File: config.mk
export PLATFORM = sky130hd
export DESIGN_NAME = imem_loader_flat
export DESIGN_NICKNAME = d
export VERILOG_FILES = /design/src/rtl/imem_loader_if.sv /design/src/rtl/imem_loader.sv /design/src/flat_wrapper.sv
export SDC_FILE = /design/constraint.sdc
export NUM_CORES = 1
export LEC_CHECK = 0
export BUFFER_PORTS_ARGS = -buffer_cell sky130_fd_sc_hd__clkbuf_2
export CORE_MARGIN = 2
export CORE_UTILIZATION = 53
export CTS_BUF_LIST = sky130_fd_sc_hd__clkbuf_8
export CTS_CLUSTER_SIZE = 10
export DETAILED_ROUTE_END_ITERATION = 10
export PLACE_DENSITY = 0.8
export SYNTH_ARGS = -nofsm -noshare
export SYNTH_HDL_FRONTEND = slang
export SYNTH_SLANG_ARGS = --single-unit
File: constraint.sdc
create_clock -name clk -period 2.6 [get_ports clk]
set_input_delay 0.26 -clock clk [delete_from_list [all_inputs] [get_ports clk]]
set_output_delay 0.26 -clock clk [all_outputs]
set_load 0.01 [all_outputs]
File: src/rtl/imem_loader_if.sv
// Host-side fields, load control/status and instruction-memory write port of imem_loader.
interface imem_loader_if;
  logic        start;
  logic [15:0] base_addr;
  logic        in_valid;
  logic        in_ready;
  logic [3:0]  in_opcode;
  logic [3:0]  in_rd;
  logic [3:0]  in_rs;
  logic [3:0]  in_rt;
  logic [8:0]  in_imm;
  logic [2:0]  in_cond;
  logic        mem_enable;
  logic        mem_wr;
  logic [15:0] mem_addr;
  logic [15:0] mem_data;
  logic        busy;
  logic        done;
  logic        err;
  logic [15:0] count;

  modport master (
    output start, base_addr, in_valid, in_opcode, in_rd, in_rs, in_rt, in_imm, in_cond,
    input  in_ready, mem_enable, mem_wr, mem_addr, mem_data, busy, done, err, count
  );

  modport slave (
    input  start, base_addr, in_valid, in_opcode, in_rd, in_rs, in_rt, in_imm, in_cond,
    output in_ready, mem_enable, mem_wr, mem_addr, mem_data, busy, done, err, count
  );
endinterface

File: src/rtl/imem_loader.sv
// Packs assembled instruction fields into 16-bit ISA words and writes them to
// consecutive instruction-memory addresses until HLT, an illegal field or the word limit.
module imem_loader #(
  parameter int MAX_WORDS = 256
) (
  input  logic         clk,
  input  logic         rst_n,
  imem_loader_if.slave bus
);
  localparam logic [15:0] LP_MAX = 16'(MAX_WORDS);

  typedef enum logic [2:0] {
    S_IDLE,
    S_ACCEPT,
    S_WRITE,
    S_DONE,
    S_ERROR
  } state_t;

  state_t      r_state;
  state_t      w_next_state;
  logic [15:0] r_addr;
  logic [15:0] r_count;
  logic [15:0] r_word;
  logic        r_hlt;
  logic [15:0] w_word;
  logic        w_legal;
  logic        w_xfer;
  logic        w_start_ok;

  assign w_xfer     = bus.in_valid && (r_state == S_ACCEPT);
  assign w_start_ok = bus.start && ((r_state == S_IDLE) || (r_state == S_DONE) ||
                                    (r_state == S_ERROR));

  // Field packing and immediate range checks; fields a format does not use are ignored.
  always_comb begin
    w_word  = {bus.in_opcode, 12'h000};
    w_legal = 1'b1;
    case (bus.in_opcode)
      4'h0, 4'h1, 4'h2, 4'h3, 4'h7: begin
        w_word = {bus.in_opcode, bus.in_rd, bus.in_rs, bus.in_rt};
      end
      4'h4, 4'h5, 4'h6: begin
        w_word  = {bus.in_opcode, bus.in_rd, bus.in_rs, bus.in_imm[3:0]};
        w_legal = (bus.in_imm[8:4] == 5'b00000);
      end
      4'h8, 4'h9: begin
        w_word  = {bus.in_opcode, bus.in_rt, bus.in_rs, bus.in_imm[3:0]};
        w_legal = (bus.in_imm[8:3] == 6'h00) || (bus.in_imm[8:3] == 6'h3F);
      end
      4'hA, 4'hB: begin
        w_word  = {bus.in_opcode, bus.in_rd, bus.in_imm[7:0]};
        w_legal = !bus.in_imm[8];
      end
      4'hC: begin
        w_word = {bus.in_opcode, bus.in_cond, bus.in_imm};
      end
      4'hD: begin
        w_word = {bus.in_opcode, bus.in_cond, 1'b0, bus.in_rs, 4'b0000};
      end
      4'hE: begin
        w_word = {bus.in_opcode, bus.in_rd, 8'h00};
      end
      default: begin
        w_word = {bus.in_opcode, 12'h000};
      end
    endcase
  end

  always_comb begin
    w_next_state   = r_state;
    bus.in_ready   = 1'b0;
    bus.mem_enable = 1'b0;
    bus.mem_wr     = 1'b0;
    bus.mem_addr   = 16'h0000;
    bus.mem_data   = 16'h0000;
    bus.busy       = 1'b0;
    bus.done       = 1'b0;
    bus.err        = 1'b0;
    bus.count      = r_count;
    case (r_state)
      S_IDLE: begin
        if (bus.start) w_next_state = S_ACCEPT;
      end
      S_ACCEPT: begin
        bus.in_ready = 1'b1;
        bus.busy     = 1'b1;
        if (bus.in_valid) w_next_state = w_legal ? S_WRITE : S_ERROR;
      end
      S_WRITE: begin
        bus.mem_enable = 1'b1;
        bus.mem_wr     = 1'b1;
        bus.mem_addr   = r_addr;
        bus.mem_data   = r_word;
        bus.busy       = 1'b1;
        // HLT wins over the word limit: a halt in the last slot is a clean finish.
        if (r_hlt) begin
          w_next_state = S_DONE;
        end else if (r_count + 16'd1 == LP_MAX) begin
          w_next_state = S_ERROR;
        end else begin
          w_next_state = S_ACCEPT;
        end
      end
      S_DONE: begin
        bus.done = 1'b1;
        if (bus.start) w_next_state = S_ACCEPT;
      end
      S_ERROR: begin
        bus.err = 1'b1;
        if (bus.start) w_next_state = S_ACCEPT;
      end
      default: begin
        w_next_state = S_IDLE;
      end
    endcase
  end

  always_ff @(posedge clk) begin
    if (!rst_n) begin
      r_state <= S_IDLE;
      r_addr  <= 16'h0000;
      r_count <= 16'h0000;
      r_word  <= 16'h0000;
      r_hlt   <= 1'b0;
    end else begin
      r_state <= w_next_state;
      if (w_start_ok) begin
        r_addr  <= bus.base_addr & 16'hFFFE;
        r_count <= 16'h0000;
      end
      if (w_xfer && w_legal) begin
        r_word <= w_word;
        r_hlt  <= (bus.in_opcode == 4'hF);
      end
      if (r_state == S_WRITE) begin
        r_addr  <= r_addr + 16'd2;
        r_count <= r_count + 16'd1;
      end
    end
  end
endmodule
File: src/flat_wrapper.sv
// flat-port wrapper written by rule: the top's interface ports become plain ports
module imem_loader_flat 
#(
  parameter int MAX_WORDS = 256
)
  (clk, rst_n, bus_start, bus_base_addr, bus_in_valid, bus_in_opcode, bus_in_rd, bus_in_rs, bus_in_rt, bus_in_imm, bus_in_cond, bus_in_ready, bus_mem_enable, bus_mem_wr, bus_mem_addr, bus_mem_data, bus_busy, bus_done, bus_err, bus_count);
  imem_loader_if bus_i ();
  input  logic clk;
  input  logic rst_n;
  input wire logic [$bits(bus_i.start)-1:0] bus_start;
  input wire logic [$bits(bus_i.base_addr)-1:0] bus_base_addr;
  input wire logic [$bits(bus_i.in_valid)-1:0] bus_in_valid;
  input wire logic [$bits(bus_i.in_opcode)-1:0] bus_in_opcode;
  input wire logic [$bits(bus_i.in_rd)-1:0] bus_in_rd;
  input wire logic [$bits(bus_i.in_rs)-1:0] bus_in_rs;
  input wire logic [$bits(bus_i.in_rt)-1:0] bus_in_rt;
  input wire logic [$bits(bus_i.in_imm)-1:0] bus_in_imm;
  input wire logic [$bits(bus_i.in_cond)-1:0] bus_in_cond;
  output wire logic [$bits(bus_i.in_ready)-1:0] bus_in_ready;
  output wire logic [$bits(bus_i.mem_enable)-1:0] bus_mem_enable;
  output wire logic [$bits(bus_i.mem_wr)-1:0] bus_mem_wr;
  output wire logic [$bits(bus_i.mem_addr)-1:0] bus_mem_addr;
  output wire logic [$bits(bus_i.mem_data)-1:0] bus_mem_data;
  output wire logic [$bits(bus_i.busy)-1:0] bus_busy;
  output wire logic [$bits(bus_i.done)-1:0] bus_done;
  output wire logic [$bits(bus_i.err)-1:0] bus_err;
  output wire logic [$bits(bus_i.count)-1:0] bus_count;
  assign bus_i.start = bus_start;
  assign bus_i.base_addr = bus_base_addr;
  assign bus_i.in_valid = bus_in_valid;
  assign bus_i.in_opcode = bus_in_opcode;
  assign bus_i.in_rd = bus_in_rd;
  assign bus_i.in_rs = bus_in_rs;
  assign bus_i.in_rt = bus_in_rt;
  assign bus_i.in_imm = bus_in_imm;
  assign bus_i.in_cond = bus_in_cond;
  assign bus_in_ready = bus_i.in_ready;
  assign bus_mem_enable = bus_i.mem_enable;
  assign bus_mem_wr = bus_i.mem_wr;
  assign bus_mem_addr = bus_i.mem_addr;
  assign bus_mem_data = bus_i.mem_data;
  assign bus_busy = bus_i.busy;
  assign bus_done = bus_i.done;
  assign bus_err = bus_i.err;
  assign bus_count = bus_i.count;
  imem_loader #(.MAX_WORDS(MAX_WORDS)) u_core (.clk(clk), .rst_n(rst_n), .bus(bus_i));
endmodule
==> run summary <==
Final Cell Area = 3810 sq um
I/O pin total = 102
Sequential Area = 1020 sq um
Data required, critical path = 2340 ps
status = completed
Fin Setup TNS = 0 ps
vias in the first global route = 2,921
drt via density = 5.96
Crit-path slowest cell = dfxtp_1
Slew @ Worst Pin = 687 ps
r2r endpoint = u_core.r_state[0]$_SDFFE_PN0P_
CTS tree = built
ys flop type = dfxtp_1
Routed Antenna Nets = 0
Final Cycle Share = 87.2%
worst hold path endpoint = u_core.r_addr[4]$_SDFFE_PN0P_
Yosys top cell area share = 32.4%
first-pass GRT wire length = 13,500 microns
post-synth cell types = 69
WS Path Type = reg2out
Root Buffer = clkbuf_8
skew final = 10.4 ps
max-cap violations = 0
EDFF count, synth = 0
Tot Pwr = 1.77 mW
GP Congestion = 0.850
initial antenna violation count = 0
Critical Path Max Stage Delay = 550 ps
Final Hold Vio Count = 0
cts repair resizes = 0
fraction of registers with async set/reset = 0%
Total Routed Length = 8360 microns
nets = 553
Crit. End Element = primary output
Hold WS = 193 ps
R2R Path Start = u_core.bus.count[0]$_SDFFE_PN0P_
worst r2r path cells = 7
post-synthesis adder-cell area fraction = 0.793%
Post-Syn Nets = 467
Post-CTS Setup Bufs = 0
pin count of the biggest net entering global routing = 36
Vias = 3,450
die area = 6590 sq um
cells after synthesis = 417
WHS Path Cells = 3
Startpoint Class = flop
yosys warns = 0
HP Start = bus_base_addr[4]
CTS Buf Count = 5
Die Span X = 81.2 microns
Slew headroom = 54.0%
# port buffers = 99
Slew Viols, Final = 0
Post-Synth Simple-Gate Area = 31.3%
drt first pass iters = 5
Initial DRC Count = 233
Post-Syn Area = 3160 sq um
flop-to-flop setup slack = 370 ps
Area Overhead vs Synth = 20.7%
Routed wire per std cell = 14.4 microns
Worst-path clk slew = 90 ps
post-synthesis mux area share = 1.27%
Cell Area, Placed = 3680 sq um
Worst Path Max Fanout = 19
leakage power = 1.68 nW
Initial Util = 53.9%
largest family of logic cells by synthesized area = simple AND/OR/NAND/NOR gates
layout cells sized above 1 = 25.6%
hold buffers post-CTS = 0
Place WS = 430 ps
Detailed Place HPWL = 6080 microns
HP Class = in2reg
unrepaired setup endpoints after global routing = no
max frequency = 441 MHz
Pwr per Cell Area = 464 nW/um^2
row count = 28
ant diodes = 0
min Tclk post-route = 2270 ps
setup violators final = 0
clock tree buffer depth = 2
Compound-Gate Fraction of Synth Area = 27.1%
Clock Sinks = 51
drt drc = 0
Crit path arrival time = 2010 ps
core area = 5850 sq um
GRT Util Overall = 25.6%
xor/xnor share of the synthesized area = 0.833%
biggest area consumer among synthesized cells = dfxtp_1
Seq cells post-synth = 51
worst setup margin = 334 ps
Critical Path, Cell by Cell = or3b_1, clkinv_2, buf_4, and2_1, clkbuf_2
clk_lat worst skew = 300 ps
cell family with most CP delay = simple AND/OR/NAND/NOR gates
Die Y = 81.2 microns
multi-input logic area = 1940 sq um
GRT overflow = 0
Synth area leaders = dfxtp_1 (32%), and2_1 (6.1%), a22o_1 (5.6%), nand2_1 (5.1%), nor2_1 (4.3%)
Fill cells = 531
mean post-synth cell area = 7.57 sq um
WP buf/inv = 3
sequential area share after synthesis = 32.4%
htree depth = 2
VDD IR-drop max = 0.000261 V
==> where the power goes <==
part	internal, mW	switching [mW]	total, mW	leakage (nW)
Combinational	0.114	0.156	0.270	1.19
Sequential	0.811	0.0332	0.844	0.414
Clock	0.381	0.271	0.652	0.0695
Total	1.31	0.460	1.77	1.68
==> per-layer routing <==
metal | share of wire (%) | track usage [%]
met1 | 44 | 35.8
met4 | 1.2 | 5.25
met2 | 46 | 41.2
met5 | 0 | 0
met3 | 8.4 | 5.11
==> flip-flops by register name (all words and copies together) (netlist names) <==
name,count
u_core.bus.count,16
u_core.r_hlt,1
u_core.r_word,16
u_core.r_state,3
u_core.r_addr,15
==> cells in the final DEF (no fill, tap or decap), types with 2 or more instances in the layout <==
| cell type | instances |
|---|---|
| clkbuf_2 | 99 |
| dfxtp_1 | 51 |
| nand2_1 | 43 |
| nor2_1 | 36 |
| and2_1 | 31 |
| a21oi_1 | 23 |
| a22o_1 | 20 |
| nor3_1 | 19 |
| o21ai_0 | 19 |
| nand3_1 | 15 |
| inv_1 | 13 |
| buf_4 | 10 |
| o21ai_1 | 8 |
| nand4_1 | 7 |
| a31oi_1 | 7 |
| a211oi_1 | 6 |
| o22ai_1 | 5 |
| nor2b_1 | 5 |
| clkbuf_8 | 5 |
| or3_1 | 4 |
| o21a_1 | 4 |
| a22oi_1 | 4 |
| and3_1 | 4 |
| o31ai_1 | 4 |
| mux2i_1 | 4 |
| a311oi_1 | 4 |
| nand3b_1 | 3 |
| xnor2_1 | 3 |
| nand3_2 | 2 |
| nand2b_1 | 2 |
| o2bb2ai_1 | 2 |
| a41oi_1 | 2 |
| a222oi_1 | 2 |
| a21o_1 | 2 |
| ha_1 | 2 |
| bufinv_16 | 2 |
==> worst register-to-register path, cell delays in order, from the launching register on <==
cell	delay, ps
dfxtp_1	440
ha_1	280
nand3_2	190
or3_1	350
a211oi_1	240
o221ai_1	190
nand2b_1	180
o31a_1	240
==> stage by stage <==
stage          cells  util (%)
2_1_floorplan    417         -
3_3_place_gp     571      62.8
3_5_place_dp     571      62.8
4_1_cts          579      65.1
5_1_grt          579      65.1
6_report         579      65.1
==> synth_stat cells, types with 2 or more instances <==
library cell and number:
mux2i_1 4, dfxtp_1 51, a211oi_1 6, nand2b_1 2, nor2_1 36, a21o_1 2, and3_1 4, clkbuf_1 17
a41oi_1 2, xnor2_1 3, ha_1 2, buf_4 4, nand4_1 7, or3_1 4, a22o_1 20, inv_1 12
o31ai_1 4, nand2_1 43, nand3_2 2, o21ai_0 19, o22ai_1 5, a222oi_1 2, nand3b_1 3, o21a_1 4
buf_2 7, o21ai_1 8, a311oi_1 4, nand3_1 15, a21oi_1 23, o2bb2ai_1 2, nor2b_1 5, a31oi_1 7
nor3_1 19, a22oi_1 4, and2_1 31
==> worst max-delay path by stage <==
stage	slack (ps)	cells after the start	start	to
final	330	5	u_core.r_state[1]$_SDFFE_PN0P_	bus_mem_data[15]
after global routing	200	5	u_core.r_state[1]$_SDFFE_PN0P_	bus_mem_data[6]
after CTS	340	5	u_core.r_state[1]$_SDFFE_PN0P_	bus_mem_data[6]
after detailed placement	430	7	u_core.bus.count[0]$_SDFFE_PN0P_	u_core.r_state[0]$_SDFFE_PN0P_
after global placement	470	7	u_core.bus.count[0]$_SDFFE_PN0P_	u_core.r_state[0]$_SDFFE_PN0P_
after floorplan	570	7	u_core.bus.count[0]$_SDFFE_PN0P_	u_core.r_state[0]$_SDFFE_PN0P_
==> final cells by class <==
type	instances	area share [%]
Timing Repair Buffer	109	15.0
Sequential cell	51	26.8
Tap cell	75	2.46
Inverter	14	1.41
Clock inverter	3	1.68
Clock buffer	5	1.81
Multi-Input combinational cell	322	50.9
==> cells by family after synthesis <==
family | Yosys count
multiplexers | 4
XOR/XNOR | 3
other | 1
AND/OR/NAND/NOR | 187
buffers and inverters | 44
adder cells (fa/ha/maj) | 2
flip-flops | 51
AO/OA/AOI/OAI | 125
No activity file was read; power rests on OpenSTA's default activity.
